[src/rtl/serial_adder_pkg.sv]
// serial_adder_pkg
//   Shared definitions for the bit-serial adder: the controller state
//   encoding and the legal operand width range with its check function.
//   No ports; imported by serial_adder.
package serial_adder_pkg;

  typedef enum logic [1:0] {
    IDLE = 2'd0,
    RUN  = 2'd1,
    DONE = 2'd2
  } state_t;

  localparam int MIN_WIDTH = 1;
  localparam int MAX_WIDTH = 64;

  function automatic bit width_is_legal(input int w);
    return (w >= MIN_WIDTH) && (w <= MAX_WIDTH);
  endfunction

endpackage

[src/rtl/serial_adder_full_adder.sv]
// full_adder
//   Purely combinational one-bit full adder; the single arithmetic cell
//   of the bit-serial adder.
// Ports:
//   a, b   in   addend bits
//   cin    in   carry in
//   sum    out  a ^ b ^ cin
//   carry  out  majority(a, b, cin)
module full_adder (
  input  logic a,
  input  logic b,
  input  logic cin,
  output logic sum,
  output logic carry
);

  assign sum   = a ^ b ^ cin;
  assign carry = (a & b) | (a & cin) | (b & cin);

endmodule

[src/rtl/serial_adder.sv]
// serial_adder
//   Bit-serial WIDTH-bit adder. An accepted start captures a, b and cin;
//   the sum is then formed one bit per clock, LSB first, through a single
//   full_adder and a carry flop. {cout,sum} = a + b + cin.
// Ports:
//   clk    in   rising-edge clock
//   rst_n  in   asynchronous active-low reset
//   start  in   begin an addition (accepted in IDLE or DONE)
//   a, b   in   WIDTH-bit operands, captured on accepted start
//   cin    in   carry in, captured on accepted start
//   busy   out  high while in RUN
//   done   out  one-cycle pulse; sum/cout valid in that cycle
//   sum    out  WIDTH-bit result, held until the next completion
//   cout   out  carry-out, held until the next completion
module serial_adder
  import serial_adder_pkg::*;
#(
  parameter int WIDTH = 8
) (
  input  logic             clk,
  input  logic             rst_n,
  input  logic             start,
  input  logic [WIDTH-1:0] a,
  input  logic [WIDTH-1:0] b,
  input  logic             cin,
  output logic             busy,
  output logic             done,
  output logic [WIDTH-1:0] sum,
  output logic             cout
);

  localparam int CNT_W = $clog2(WIDTH + 1);
  localparam logic [CNT_W-1:0] LAST_BIT = CNT_W'(WIDTH - 1);

  generate
    if (!width_is_legal(WIDTH)) begin : g_bad_width
      $error("serial_adder: WIDTH must lie in 1..64");
    end
  endgenerate

  state_t           state_reg, state_next;
  logic [WIDTH-1:0] op_a_reg, op_b_reg, acc_reg, sum_reg;
  logic [WIDTH-1:0] acc_shifted;
  logic [CNT_W-1:0] count_reg;
  logic             carry_reg, cout_reg;
  logic             fa_sum, fa_carry;
  logic             accept, last_bit;

  full_adder u_full_adder (
    .a     (op_a_reg[0]),
    .b     (op_b_reg[0]),
    .cin   (carry_reg),
    .sum   (fa_sum),
    .carry (fa_carry)
  );

  // A start is taken in IDLE and in DONE (back-to-back), never in RUN.
  assign accept   = start && (state_reg != RUN);
  assign last_bit = (count_reg == LAST_BIT);

  // Accumulator after this cycle's shift: new sum bit enters at the MSB,
  // so after WIDTH shifts bit 0 of the result has reached position 0.
  genvar gi;
  generate
    for (gi = 0; gi < WIDTH - 1; gi++) begin : g_acc_shift
      assign acc_shifted[gi] = acc_reg[gi+1];
    end
  endgenerate
  assign acc_shifted[WIDTH-1] = fa_sum;

  // State register
  always_ff @(posedge clk or negedge rst_n) begin
    if (!rst_n) begin
      state_reg <= IDLE;
    end else begin
      state_reg <= state_next;
    end
  end

  // Next-state logic
  always_comb begin
    state_next = state_reg;
    case (state_reg)
      IDLE:    if (start) state_next = RUN;
      RUN:     if (last_bit) state_next = DONE;
      DONE:    state_next = start ? RUN : IDLE;
      default: state_next = IDLE;
    endcase
  end

  // Outputs decoded from the state register only
  always_comb begin
    busy = 1'b0;
    done = 1'b0;
    case (state_reg)
      RUN:     busy = 1'b1;
      DONE:    done = 1'b1;
      default: ;
    endcase
  end

  // Datapath: operand/accumulator shifters, carry flop, bit counter and
  // the result registers, which update only on the final compute edge.
  always_ff @(posedge clk or negedge rst_n) begin
    if (!rst_n) begin
      op_a_reg  <= '0;
      op_b_reg  <= '0;
      acc_reg   <= '0;
      carry_reg <= 1'b0;
      count_reg <= '0;
      sum_reg   <= '0;
      cout_reg  <= 1'b0;
    end else if (accept) begin
      op_a_reg  <= a;
      op_b_reg  <= b;
      acc_reg   <= '0;
      carry_reg <= cin;
      count_reg <= '0;
    end else if (state_reg == RUN) begin
      op_a_reg  <= op_a_reg >> 1;
      op_b_reg  <= op_b_reg >> 1;
      acc_reg   <= acc_shifted;
      carry_reg <= fa_carry;
      count_reg <= count_reg + CNT_W'(1);
      if (last_bit) begin
        sum_reg  <= acc_shifted;
        cout_reg <= fa_carry;
      end
    end
  end

  assign sum  = sum_reg;
  assign cout = cout_reg;

endmodule

[config.mk]
export PLATFORM = sky130hd
export DESIGN_NAME = serial_adder
export DESIGN_NICKNAME = d
export VERILOG_FILES = /design/src/rtl/serial_adder_pkg.sv /design/src/rtl/serial_adder_full_adder.sv /design/src/rtl/serial_adder.sv
export SDC_FILE = /design/constraint.sdc
export NUM_CORES = 1
export LEC_CHECK = 0
export BUFFER_PORTS_ARGS = -buffer_cell sky130_fd_sc_hd__buf_2
export CORE_UTILIZATION = 49
export DETAILED_ROUTE_END_ITERATION = 8
export PLACE_DENSITY = 0.83
export SYNTH_ARGS = -nofsm -noshare
export SYNTH_HDL_FRONTEND = slang
export SYNTH_HIERARCHICAL = 1
export SYNTH_SLANG_ARGS = --single-unit
[constraint.sdc]
create_clock -name clk -period 1.7 [get_ports clk]
set_clock_uncertainty 0.2 [all_clocks]
set_input_delay 0.255 -clock clk [delete_from_list [all_inputs] [get_ports clk]]
set_output_delay 0.255 -clock clk [all_outputs]
set_load 0.05 [all_outputs]
==> results.txt <==
----------------------------------------------------
[Power]
  Part of the power in combinational logic ... between 40% and 50%
  Total leakage power ... around 0.0010 uW
  Maximum VDD drop ... between 1 and 1.5 mV
  Reg power frac ... about two fifths
  Internal power ... roughly 2300 uW
  Power density over cell area ... between 1500 and 2000 mW/mm2
  Net switching power of the design ... around 1600 uW
  Switching portion of total power ... 40.6%
  Proportion of power drawn by the clock network ... around 17%

[Cells and area]
  Count of fill cells added during filler insertion ... between 200 and 250
  Number of inserted diodes ... 0
  Area occupied by multi-input gates ... around 660 um2
  Final Net Count ... around 220
  Area occupied by registers ... 976 um2
  Layout cells sized above 1 ... around a third
  Fin util ... roughly 68%
  Relative area change from synthesis to final layout ... 29.0%
  Final cell area excluding filler cells ... about 0.0022 mm2

[Critical path]
  Crit path kind ... reg -> reg
  Crit path required time ... roughly 1700 ps
  Crit path arrival time ... between 1500 and 2000 ps
  Crit path launch type ... flop
  Register-to-register path setup slack ... between 50 and 60 ps
  Maximum fanout count along the critical path ... 10
  Critical Path Sink Type ... flop

[Die]
  Die height ... 60.4 um
  Core region area ... 0.00315 mm2
  Number of core rows ... 20
  Full die area ... approximately 0.0036 mm2
  Number of top-level design ports ... 31
  Die Span X ... between 60 and 70 um
  Initial core utilization ... 53.0%

[Yosys]
  Proportion of synthesized chip area in sequential cells ... just under 60%
  Yosys warns ... 6
  Post-Syn Instances ... about 150
  Net count of the mapped netlist ... between 150 and 200
  Dominant register cell in the synthesized netlist ... sky130_fd_sc_hd__dfrtp_1
  Synth unique cells ... 18
  Cell area after technology mapping ... approximately 0.0017 mm2
  Number of storage elements in the synthesis netlist ... 39
  Most used standard cells in the synthesized netlist ... 39 x sky130_fd_sc_hd__dfrtp_1, 33 x sky130_fd_sc_hd__nand2_1, 27 x sky130_fd_sc_hd__o21ai_0
  Mean Syn Cell Area ... 11.2 um2
  Proportion of synthesized flip-flops having asynchronous set or reset ... 100%
  Most frequently used cell type in the post-synthesis netlist ... sky130_fd_sc_hd__dfrtp_1
  Largest area contributor in the synthesized netlist ... sky130_fd_sc_hd__dfrtp_1
  Fraction of post-synthesis cell area in the top cell type by area ... between 50 and 60%
  Most area-consuming cells after synthesis ... sky130_fd_sc_hd__dfrtp_1 58%, sky130_fd_sc_hd__mux2i_1 11%, sky130_fd_sc_hd__o21ai_0 8.1%
  Count of flip-flops with a built-in enable after synthesis ... 0

[Place]
  Global placement routability congestion ... 0.755
  HPWL reported at the end of detailed placement ... between 2 and 2.5 mm
  Number of port buffers ... 30
  Instance area after placement ... around 0.0019 mm2

[Timing]
  Achievable frequency ... just over 600 MHz
  Final Critical Period ... approximately 1600 ps
  Remaining max-slew budget at the tightest pin ... roughly 79%
  Least-Margin Pin Slew ... between 300 and 400 ps
  Final period util ... 96.6%
  Fin. Hold Viols ... 0
  Endpoints failing setup ... 0
  Number of pins exceeding their max-slew limit in the final report ... 0

[Global route]
  Pin count of the biggest net entering global routing ... 40
  Final global-route overflow total ... 0
  Vias in the first global route ... roughly 1200
  Wire length of the first global-routing pass ... about 5.6 mm
  Number of antenna violations at the first check in global routing ... 0
  GRT Total Usage ... 21.6%

[Flow run]
  Count of max-cap constraint violations ... 0

[Detailed routing]
  Vias per cell ... 4.91
  Wirelength per Cell ... 13.7 um
  Number of violations reported at the end of detailed-routing iteration 0 ... 46
  Routed WL ... around 3.3 mm
  DRC violations left ... 0
  Count of vias placed by the detailed router ... about 1200
  Antenna viol nets, final ... 0
  DRT Pass-1 Iters ... 4

[Clocking]
  Buffer depth of the longest clock path ... 2
  CTS Buf Count ... 5
  TritonCTS clock tree ... done
  Reg clk slew, reported paths ... between 100 and 150 ps
  Worst-Skew Late Latency ... about 350 ps
  Number of levels in the clock H-tree ... 2
  Number of sinks on the clock net ... 39
  Clock root buffer ... sky130_fd_sc_hd__clkbuf_4

[Outcome]
  Status ... finished, final reports clean

[Hold path]
  Hold Crit Class ... in -> reg

----------------------------------------------------
## cells in the final DEF, fill, tap and decap left out, drive strengths merged
cell         instances
clkbuf               7
nand2b               1
o21ai               27
mux2i               18
nor2                 2
bufinv               1
dlygate4sd3         10
ha                   1
nand3                3
nand2               33
inv                  2
buf                 39
nor2b                1
mux2                10
dfrtp               39
nor3                 1
fa                   1
xor2                 1
clkinv               1
## final timing paths
kind / from / endpoint / cells past startpoint
worst max-delay path: count_reg[0] / cout / 5
worst min-delay path: b[2] / op_b_reg[2] / 3
worst max register to register: count_reg[0] / cout / 5
worst min register to register: op_a_reg[1] / op_a_reg[0] / 2
max in group asynchronous: rst_n / op_a_reg[5] / 3
min in group asynchronous: rst_n / sum[0] / 3
## power groups by stage
stage / registers, uW / clock network [uW] / logic (uW)
floorplan: 1890 / 0 / 762
global placement: 1550 / 0 / 1410
detailed placement: 1590 / 0 / 1490
CTS: 1570 / 659 / 1560
global route: 1630 / 693 / 1800
finish: 1570 / 640 / 1620
## metal layers
layer / share of wire, % / global-route usage (%) / vias to the layer above
met2: 51 / 35.0 / 32
met4: 2.0 / 7.97 / 0
met3: 4.4 / 6.61 / 7
met5: 0 / 0 / -
met1: 43 / 27.3 / 556
li1: - / - / 594
## area by class of cell
| class | instances | area share (%) |
|---|---|---|
| clock buffers | 6 | 2.38 |
| clock inverters | 2 | 1.62 |
| inverters | 2 | 0.348 |
| multi-input cells | 99 | 30.5 |
| flip-flops and latches | 39 | 45.2 |
| well taps | 44 | 2.55 |
| repair buffers | 50 | 17.4 |
## stage by stage
stage	setup WS, ps	std cells	hold WS [ps]	total power [uW]	TNS, ps
2_1_floorplan	55.3	149	-241	2650	0
3_3_place_gp	112	221	32.3	2970	0
3_5_place_dp	40.1	221	33.8	3080	0
4_1_cts	13.9	240	1.12	3790	0
5_1_grt	-15.0	242	6.50	4120	-34.2
6_report	57.9	242	7.12	3830	0
## kinds of logic (layout without fill, tap and decap cells)
family,after synthesis,in the layout,share of synthesized area [%]
AND/OR/NAND/NOR,41,41,10.5
adder cells (fa/ha/maj),2,2,1.95
flip-flops,39,39,58.4
multiplexers,28,28,17.5
XOR/XNOR,1,1,0.524
buffers and inverters,11,60,3.07
AO/OA/AOI/OAI,27,27,8.08
## worst max-delay path, cell delays in order, from the launching register on
cell and delay [ps]:
sky130_fd_sc_hd__dfrtp_1 400, sky130_fd_sc_hd__ha_2 220, sky130_fd_sc_hd__nand2_2 70, sky130_fd_sc_hd__nor3_4 150, sky130_fd_sc_hd__buf_12 150, sky130_fd_sc_hd__mux2_2 340
## repair_timing
| item | in CTS | in global routing |
|---|---|---|
| hold buffers | 10 | 0 |
| buffers inserted | 1 | 2 |
| endpoints found under the hold margin | 48 | 0 |
| endpoints found under the setup margin | 1 | 10 |
| gates resized for setup | 3 | 6 |
No activity file was read; power rests on OpenSTA's default activity.
